File: src/rtl/fetch_miss_queue.sv
// fetch_miss_queue: collects instruction-fetch misses, drops duplicates,
// issues one L2 request per outstanding line and forwards matching fills
// to the instruction cache fill port.

package fetch_miss_queue_pkg;
    localparam int unsigned ADDR_W = 37;
    localparam int unsigned TAG_W  = 5;
    localparam int unsigned DATA_W = 512;
    localparam int unsigned GAP_W  = 3;

    // FREE: unused, PEND: allocated but not yet requested, WAIT: requested, awaiting fill
    typedef enum logic [1:0] {
        S_FREE = 2'd0,
        S_PEND = 2'd1,
        S_WAIT = 2'd2
    } slot_state_e;
endpackage

module fetch_miss_queue
    import fetch_miss_queue_pkg::*;
#(
    parameter int unsigned ENTRIES    = 4,
    parameter int unsigned REQ_TAG_HI = 0,
    parameter int unsigned ISSUE_GAP  = 1
) (
    input  logic              clk,
    input  logic              rst,
    input  logic              miss_en,
    input  logic [ADDR_W-1:0] miss_addr,
    output logic              miss_ready,
    output logic              reqBus_en,
    output logic [ADDR_W-1:0] reqBus_addr,
    output logic [TAG_W-1:0]  reqBus_req,
    output logic              reqBus_want_excl,
    input  logic              insBus_en,
    input  logic [TAG_W-1:0]  insBus_req,
    input  logic              insBus_dirty,
    input  logic              insBus_exclusive,
    input  logic [DATA_W-1:0] insBus_data,
    output logic              fill_en,
    output logic [ADDR_W-1:0] fill_addr,
    output logic [DATA_W-1:0] fill_data,
    output logic              fill_excl,
    output logic              stray_err,
    output logic              busy
);

    localparam int unsigned IDXW  = $clog2(ENTRIES);
    localparam int unsigned TAGHW = TAG_W - IDXW;

    localparam logic [TAGHW-1:0] TAG_HI   = TAGHW'(REQ_TAG_HI);
    localparam logic [GAP_W-1:0] GAP_LOAD = GAP_W'(ISSUE_GAP);

    slot_state_e       state_q [ENTRIES];
    slot_state_e       state_d [ENTRIES];
    logic [ADDR_W-1:0] addr_q  [ENTRIES];
    logic [GAP_W-1:0]  gap_q;

    logic             hit;
    logic             free_found;
    logic             pend_found;
    logic [IDXW-1:0]  free_idx;
    logic [IDXW-1:0]  pend_idx;
    logic [IDXW-1:0]  fill_idx;
    logic [TAGHW-1:0] fill_tag_hi;
    logic             alloc;
    logic             issue;
    logic             fill_hit;
    logic             stray;
    logic             busy_d;

    assign reqBus_want_excl = 1'b0;

    // Fill tag split into constant upper field and slot index
    assign fill_idx    = insBus_req[IDXW-1:0];
    assign fill_tag_hi = insBus_req[TAG_W-1:IDXW];

    // Free-slot availability is forced low while reset is asserted
    assign miss_ready = rst & free_found;

    // Slot search: duplicate detection and lowest-index FREE / PEND selection
    always_comb begin
        hit        = 1'b0;
        free_found = 1'b0;
        pend_found = 1'b0;
        free_idx   = '0;
        pend_idx   = '0;
        for (int i = ENTRIES - 1; i >= 0; i--) begin
            if ((state_q[i] != S_FREE) && (addr_q[i] == miss_addr)) begin
                hit = 1'b1;
            end
            if (state_q[i] == S_FREE) begin
                free_found = 1'b1;
                free_idx   = IDXW'(i);
            end
            if (state_q[i] == S_PEND) begin
                pend_found = 1'b1;
                pend_idx   = IDXW'(i);
            end
        end
    end

    // Per-cycle events; a slot completing this cycle still counts as a hit
    always_comb begin
        alloc    = miss_en & ~hit & free_found;
        issue    = (gap_q == '0) & pend_found;
        fill_hit = insBus_en & ~insBus_dirty & (fill_tag_hi == TAG_HI)
                 & (state_q[fill_idx] == S_WAIT);
        stray    = insBus_en & ~fill_hit;
    end

    // Slot next-state: allocation, issue and fill always target distinct slots
    always_comb begin
        for (int i = 0; i < ENTRIES; i++) begin
            state_d[i] = state_q[i];
        end
        if (alloc) begin
            state_d[free_idx] = S_PEND;
        end
        if (issue) begin
            state_d[pend_idx] = S_WAIT;
        end
        if (fill_hit) begin
            state_d[fill_idx] = S_FREE;
        end
        busy_d = 1'b0;
        for (int i = 0; i < ENTRIES; i++) begin
            if (state_d[i] != S_FREE) begin
                busy_d = 1'b1;
            end
        end
    end

    // Slot state register and line address storage
    always_ff @(posedge clk or negedge rst) begin
        if (!rst) begin
            for (int i = 0; i < ENTRIES; i++) begin
                state_q[i] <= S_FREE;
                addr_q[i]  <= '0;
            end
        end else begin
            for (int i = 0; i < ENTRIES; i++) begin
                state_q[i] <= state_d[i];
            end
            if (alloc) begin
                addr_q[free_idx] <= miss_addr;
            end
        end
    end

    // Issue spacing counter: reloads on each request, counts down to zero
    always_ff @(posedge clk or negedge rst) begin
        if (!rst) begin
            gap_q <= '0;
        end else if (issue) begin
            gap_q <= GAP_LOAD;
        end else if (gap_q != '0) begin
            gap_q <= gap_q - GAP_W'(1);
        end
    end

    // L2 request port: one-cycle pulse carrying the selected slot
    always_ff @(posedge clk or negedge rst) begin
        if (!rst) begin
            reqBus_en   <= 1'b0;
            reqBus_addr <= '0;
            reqBus_req  <= '0;
        end else begin
            reqBus_en <= issue;
            if (issue) begin
                reqBus_addr <= addr_q[pend_idx];
                reqBus_req  <= {TAG_HI, pend_idx};
            end
        end
    end

    // Cache fill port, sticky stray-fill error and busy status
    always_ff @(posedge clk or negedge rst) begin
        if (!rst) begin
            fill_en   <= 1'b0;
            fill_addr <= '0;
            fill_data <= '0;
            fill_excl <= 1'b0;
            stray_err <= 1'b0;
            busy      <= 1'b0;
        end else begin
            fill_en <= fill_hit;
            if (fill_hit) begin
                fill_addr <= addr_q[fill_idx];
                fill_data <= insBus_data;
                fill_excl <= insBus_exclusive;
            end
            stray_err <= stray_err | stray;
            busy      <= busy_d;
        end
    end

endmodule
File: config.mk
export PLATFORM = sky130hd
export DESIGN_NAME = fetch_miss_queue
export DESIGN_NICKNAME = d
export VERILOG_FILES = /design/src/rtl/fetch_miss_queue.sv
export SDC_FILE = /design/constraint.sdc
export NUM_CORES = 1
export LEC_CHECK = 0
export CAP_MARGIN = 25
export CORE_AREA = 2 2 447 449
export DETAILED_ROUTE_END_ITERATION = 8
export DIE_AREA = 0 0 449 451
export SETUP_SLACK_MARGIN = 0.02
export SLEW_MARGIN = 0
export SYNTH_ARGS = -nofsm -noshare
export SYNTH_HDL_FRONTEND = slang
export SYNTH_SLANG_ARGS = --single-unit
File: constraint.sdc
create_clock -name clk -period 3.5 [get_ports clk]
set_clock_uncertainty 0.2 [all_clocks]
set_input_delay 0.525 -clock clk [delete_from_list [all_inputs] [get_ports clk]]
set_output_delay 0.525 -clock clk [all_outputs]
set_load 0.005 [all_outputs]
* Yosys cells after proc, flatten, opt, wreduce, memory -nomap -nowiden
Index checks and enable logic that the tools add are counted.
** Operators by class
- Equality and inequality tests :: 9
- Multiplexer cells :: 47
- Order comparisons :: 6
- Bitwise logic cells :: 23
- Reduce and logical (&&, ||, !) cells :: 23
- Add/subtract/negate cells :: 1
** Operators by type and width (number)
- $mux 37 :: 5
- $bmux 37 s2 :: 2
- $bwmux 148 :: 1
- $eq 37x37->1 :: 4
- $demux 37 s2 :: 1
- $mux 2 :: 13
- $mux 8 :: 3
- $reduce_bool 2->1 :: 9
- $mux 1 :: 16
- $demux 2 s2 :: 3
- $ge 3x3->1 const B :: 3
- $lt 3x1->1 const B :: 3
- $not 2->3 :: 3
- $and 1x1->1 :: 8
- $and 4x4->4 :: 2
- $and 8x8->8 :: 1
- $eq 2x1->1 const B :: 4
- $logic_not 2->1 :: 4
- $not 4->4 :: 2
- $not 8->8 :: 1
- $or 4x4->4 :: 2
- $logic_and 1x1->1 :: 7
- $logic_not 3->1 :: 2
- $mux 3 :: 2
- 6 further kinds :: 8
** Storage, ports and cells
- Bits in registers :: 752
- Word-level logic and storage cells :: 127

* Logic depth before layout (Yosys ltp)
- Word-level depth :: 22
- Depth in mapped cells :: 10

* Worst setup path before layout
OpenSTA, ideal clock, no wires.
- Path kind :: input -> register
- Start :: input miss_addr[15]
- End :: register addr_q[104] (netlist bit)
- Stages :: 10
- Path slack :: 0.741 ns
- Arrival time :: 2.434 ns
- Path through :: buf_6 > xnor2_1 > o221ai_1 > a2111oi_0 > nand4_1 > o2111ai_2 > or4_1 > buf_4 > buf_6 > mux2_2
** Between the ends
- Word-level cells in the longest chain between the ends :: 9
- Elaborated cells between the ends (all ways) :: 15
- Those cells by class :: eq/ne (4); mux (4); bitwise (3); reduce/logical (4)
** Ends and longest elaborated chain
- start: declaration :: RTL line 29 : input logic [ADDR_W-1:0] miss_addr,
- $eq 37x37->1 :: RTL line 89 : if ((state_q[i] != S_FREE) && (addr_q[i] == miss_addr)) begin
- $logic_and 1x1->1 :: RTL line 89
- $mux 1 (3 in a row) :: RTL line 89
- $mux 1 (*) :: RTL line 89
- $not 1->1 (*) :: RTL line 105 : alloc = miss_en & ~hit & free_found;
- $and 1x1->1 (*) (2 in a row) :: RTL line 105
- end signal: indexed assignment :: RTL line 146 : addr_q[free_idx] <= miss_addr;
- end: declaration :: RTL line 56 : logic [ADDR_W-1:0] addr_q [ENTRIES];
Every way passes the cells marked *; elsewhere a longest branch is shown, timed or not.
A chain may end at the register's enable or synchronous reset.

* Worst setup path in the final report
- Start :: register state_q[4] (netlist bit)
- End :: register addr_q[48] (netlist bit)
** Between the ends
- Word-level cells in the longest chain between the ends :: 9
- Elaborated cells between the ends (all ways) :: 19
- Those cells by class :: order compare (2); mux (9); bitwise (4); reduce/logical (4)
** Ends and longest elaborated chain
- start: declaration :: RTL line 54 : slot_state_e state_q [ENTRIES];
- start signal: indexed assignment :: RTL line 143 : state_q[i] <= state_d[i];
- $logic_not 2->1 :: RTL line 92 : if (state_q[i] == S_FREE) begin
- $mux 2 (2 in a row) :: RTL line 92
- $not 2->3 (not written as such) :: RTL line 146
- $ge 3x3->1 (not written as such) / $lt 3x1->1 (equally long branches) :: RTL line 146
- $logic_and 1x1->1 (not written as such) :: RTL line 146
- $mux 37 (not written as such) :: RTL line 146
- $demux 37 s2 :: RTL line 146
- $bwmux 148 :: RTL line 146
Several ways; a longest one is shown, not always the timed one.

==> impl_metrics.ini <==
[floorplanning]
dieArea_um2 = 202000
die_y_um = 451
rows = 164
die_w_um = 449
coreArea_um2 = 198000
ios = 1158
start_util = 0.164

[timing]
min_period_ps = 3240
rsz0062_at_grt = no
fin_crit_sh = 0.925
finalSetupViolations = 0
slew_headroom = 0.137
slew_viol_final = 0
tightest_slew_ps = 1290
fmax_mhz = 309
setup-tns-final_ps = 0
hold_violations = 0

[pwr]
pwr-share-clk = 0.298
p_int_uw = 23900
ir_drop_uv = 408
p_sw_uw = 11800
switching_share = 0.331
p_leak_uw = 0.0237
seqPwrFrac = 0.377
p_comb_frac = 0.325
power.density_nw_per_um2 = 696

[detailed_routing]
via_per_inst = 4.03
final_antenna_net_count = 0
wl_per_cell_um = 26.3
post-route-drc-count = 0
drtPass1Iterations = 6
wl_um = 193000
drtIter0Drc = 2501
vias = 29600

[cells_and_area]
layout.cells.non_filler = 7345
layout_commonest_cell = nand2_1
area_growth_pct = 58.2
fin_nets = 5137
fillerInstances = 21100
drive_gt1_frac = 0.118
mostFrequentLayoutCells = nand2_1, clkdlybuf4s50_1, dfrtp_1

[yosys]
synth.mux.area_fraction = 0.0933
synth_top_family_by_area = simple AND/OR/NAND/NOR gates
synth-simple-area-share = 0.224
synthArstFlopShare = 1.00
synthXorXnorAreaFrac = 0.0362
synth_edf_count = 0
yosysUniqueCellTypes = 51
yosysSeqAreaShare = 0.580
synth_compound_area_frac = 0.0264
syn_avg_cell_area_um2 = 9.61
ys_ff_latch = 752
synth_fa_ha_area_frac = 0.000772
yosys_warnings = 0
ys.flop_type = dfrtp_1
syn_area_um2 = 32400
synthCells = 3374

[grt]
antenna_found_initial = 143
track_usage = 0.186
overflow = 0
grt_pass1_vias = 29800
grt_max_degree = 170
grt_pass1_wl_um = 261000

[clock_network]
clock_latency_ps = 750
clock_sink_count = 752
tritoncts = built
cts_buffer_depth = 3
htreeDepth = 3
cts_made_buffers = 97
path_clk_slew_ps = 60
cts_root_buf = clkbuf_16

[placed_design]
io_buffers = 1153
dpl.hpwl_um = 158000
dpl.cell_count = 7132
place.gp.congestion = 0.989

[worst_setup_path]
critPathRequiredTime_ps = 3910
cp_data_arrival_time_ps = 3650
crit_path_end_kind = flip-flop
r2r_setup_slack_ps = 260
startpoint_type = flip-flop
setup.worst_path.class = reg -> reg
cp_max_fo = 19

[run]
drv_cap = 0

[worst_hold_path]
hp-class = in -> async

[status]
outcome = finished, final reports clean
-- per-stage QoR --
stage	total power, uW	worst slack, ps	hold slack, ps	area (um^2)	util
floorplan	16900	741	29.4	32400	-
global placement	25300	-381	225	47900	0.241
detailed placement	25400	-391	229	47900	0.241
CTS	36300	120	5.35	51200	0.258
global route	37500	173	56.9	51200	0.258
finish	35700	264	94.8	51300	0.259
-- cells by family (layout without fill, tap and decap cells) --
family / Yosys count / in the layout
flops: 752 / 752
simple gates: 1874 / 1874
xor+xnor: 134 / 134
buf+inv: 247 / 1528
other cells: 1 / 35
compound gates: 149 / 149
fa+ha+maj: 2 / 2
mux: 215 / 215
-- metal layers --
metal  global-route usage  share of wire
met5                    0         0.0024
met4               0.0632          0.037
met3               0.0605          0.085
met2                0.327           0.50
met1                0.210           0.37
-- flip-flops by register name, indices dropped and copies added, names as in the netlist --
register	flops
fill_data	512
reqBus_addr	37
addr_q	148
reqBus_req	2
gap_q	3
state_q	8
fill_en	1
stray_err	1
fill_excl	1
busy	1
reqBus_en	1
fill_addr	37
-- power groups by stage --
stage               combinational [uW]  sequential, uW  clock (uW)
finish                           11600           13400       10600
global route                     12500           13800       11300
CTS                              12000           13400       11000
detailed placement               11900           13500           0
global placement                 11800           13500           0
floorplan                         3760           13100           0
-- cells in the mapped netlist (7+ instances only) --
cell         n  area, um^2
o21ai_0    100         500
xor2_1      18         158
mux2_4      49         736
nor2b_1      9        56.3
nand4_1     31         194
buf_2       40         200
dfrtp_1    752       18800
mux4_2      38         856
inv_1       27         101
buf_4       34         255
o22ai_1      7        43.8
xnor2_1    116        1020
a21oi_1     18        90.1
nor2_1     105         394
clkbuf_1   118         443
buf_1        8        30.0
nand3_1     37         185
buf_6       16         180
nor4_1      13        81.3
nand2_1   1661        6230
mux2_2     121        1360
-- worst paths after layout --
kind / startpoint / endpoint / cells past startpoint
hold reg to reg: fill_data[409] / fill_data[409] / 2
setup reg to reg: state_q[4] / addr_q[48] / 8
hold / removal: rst / addr_q[119] / 2
setup / recovery: state_q[4] / addr_q[48] / 8
min in group clk: insBus_data[168] / fill_data[168] / 3
max in group asynchronous: rst / fill_data[445] / 4
-- repair_timing --
action / 4_1_cts / 5_1_grt
cloned: 0 / 0
hold endpoints to repair: 234 / 0
pin swaps: 1 / 0
resized for setup: 3 / 0
buffers inserted: 0 / 0
hold buffers: 1 / 0
setup endpoints to repair: 1 / 57
-- layout make-up --
cell class                 count  area (um^2)  share of cell area
inverter                      28          113             0.00220
tap                         2656         3320              0.0648
antenna                       31         77.6             0.00151
sequential                   752        18800               0.367
multi-input combinational   2378        12400               0.242
clock inverter                46          589              0.0115
timing repair buffer        1318        13200               0.258
clock buffer                 136         2760              0.0537
-- worst max-delay path: stages, from the launching register on --
cell and delay, ps:
dfrtp_1 510, o221ai_1 400, nor4_1 130, nand4_1 200, o2111ai_2 190, buf_4 200, or4_2 700, buf_12 220
mux2_4 310
Note: power is estimated with default switching activity, not from simulation.
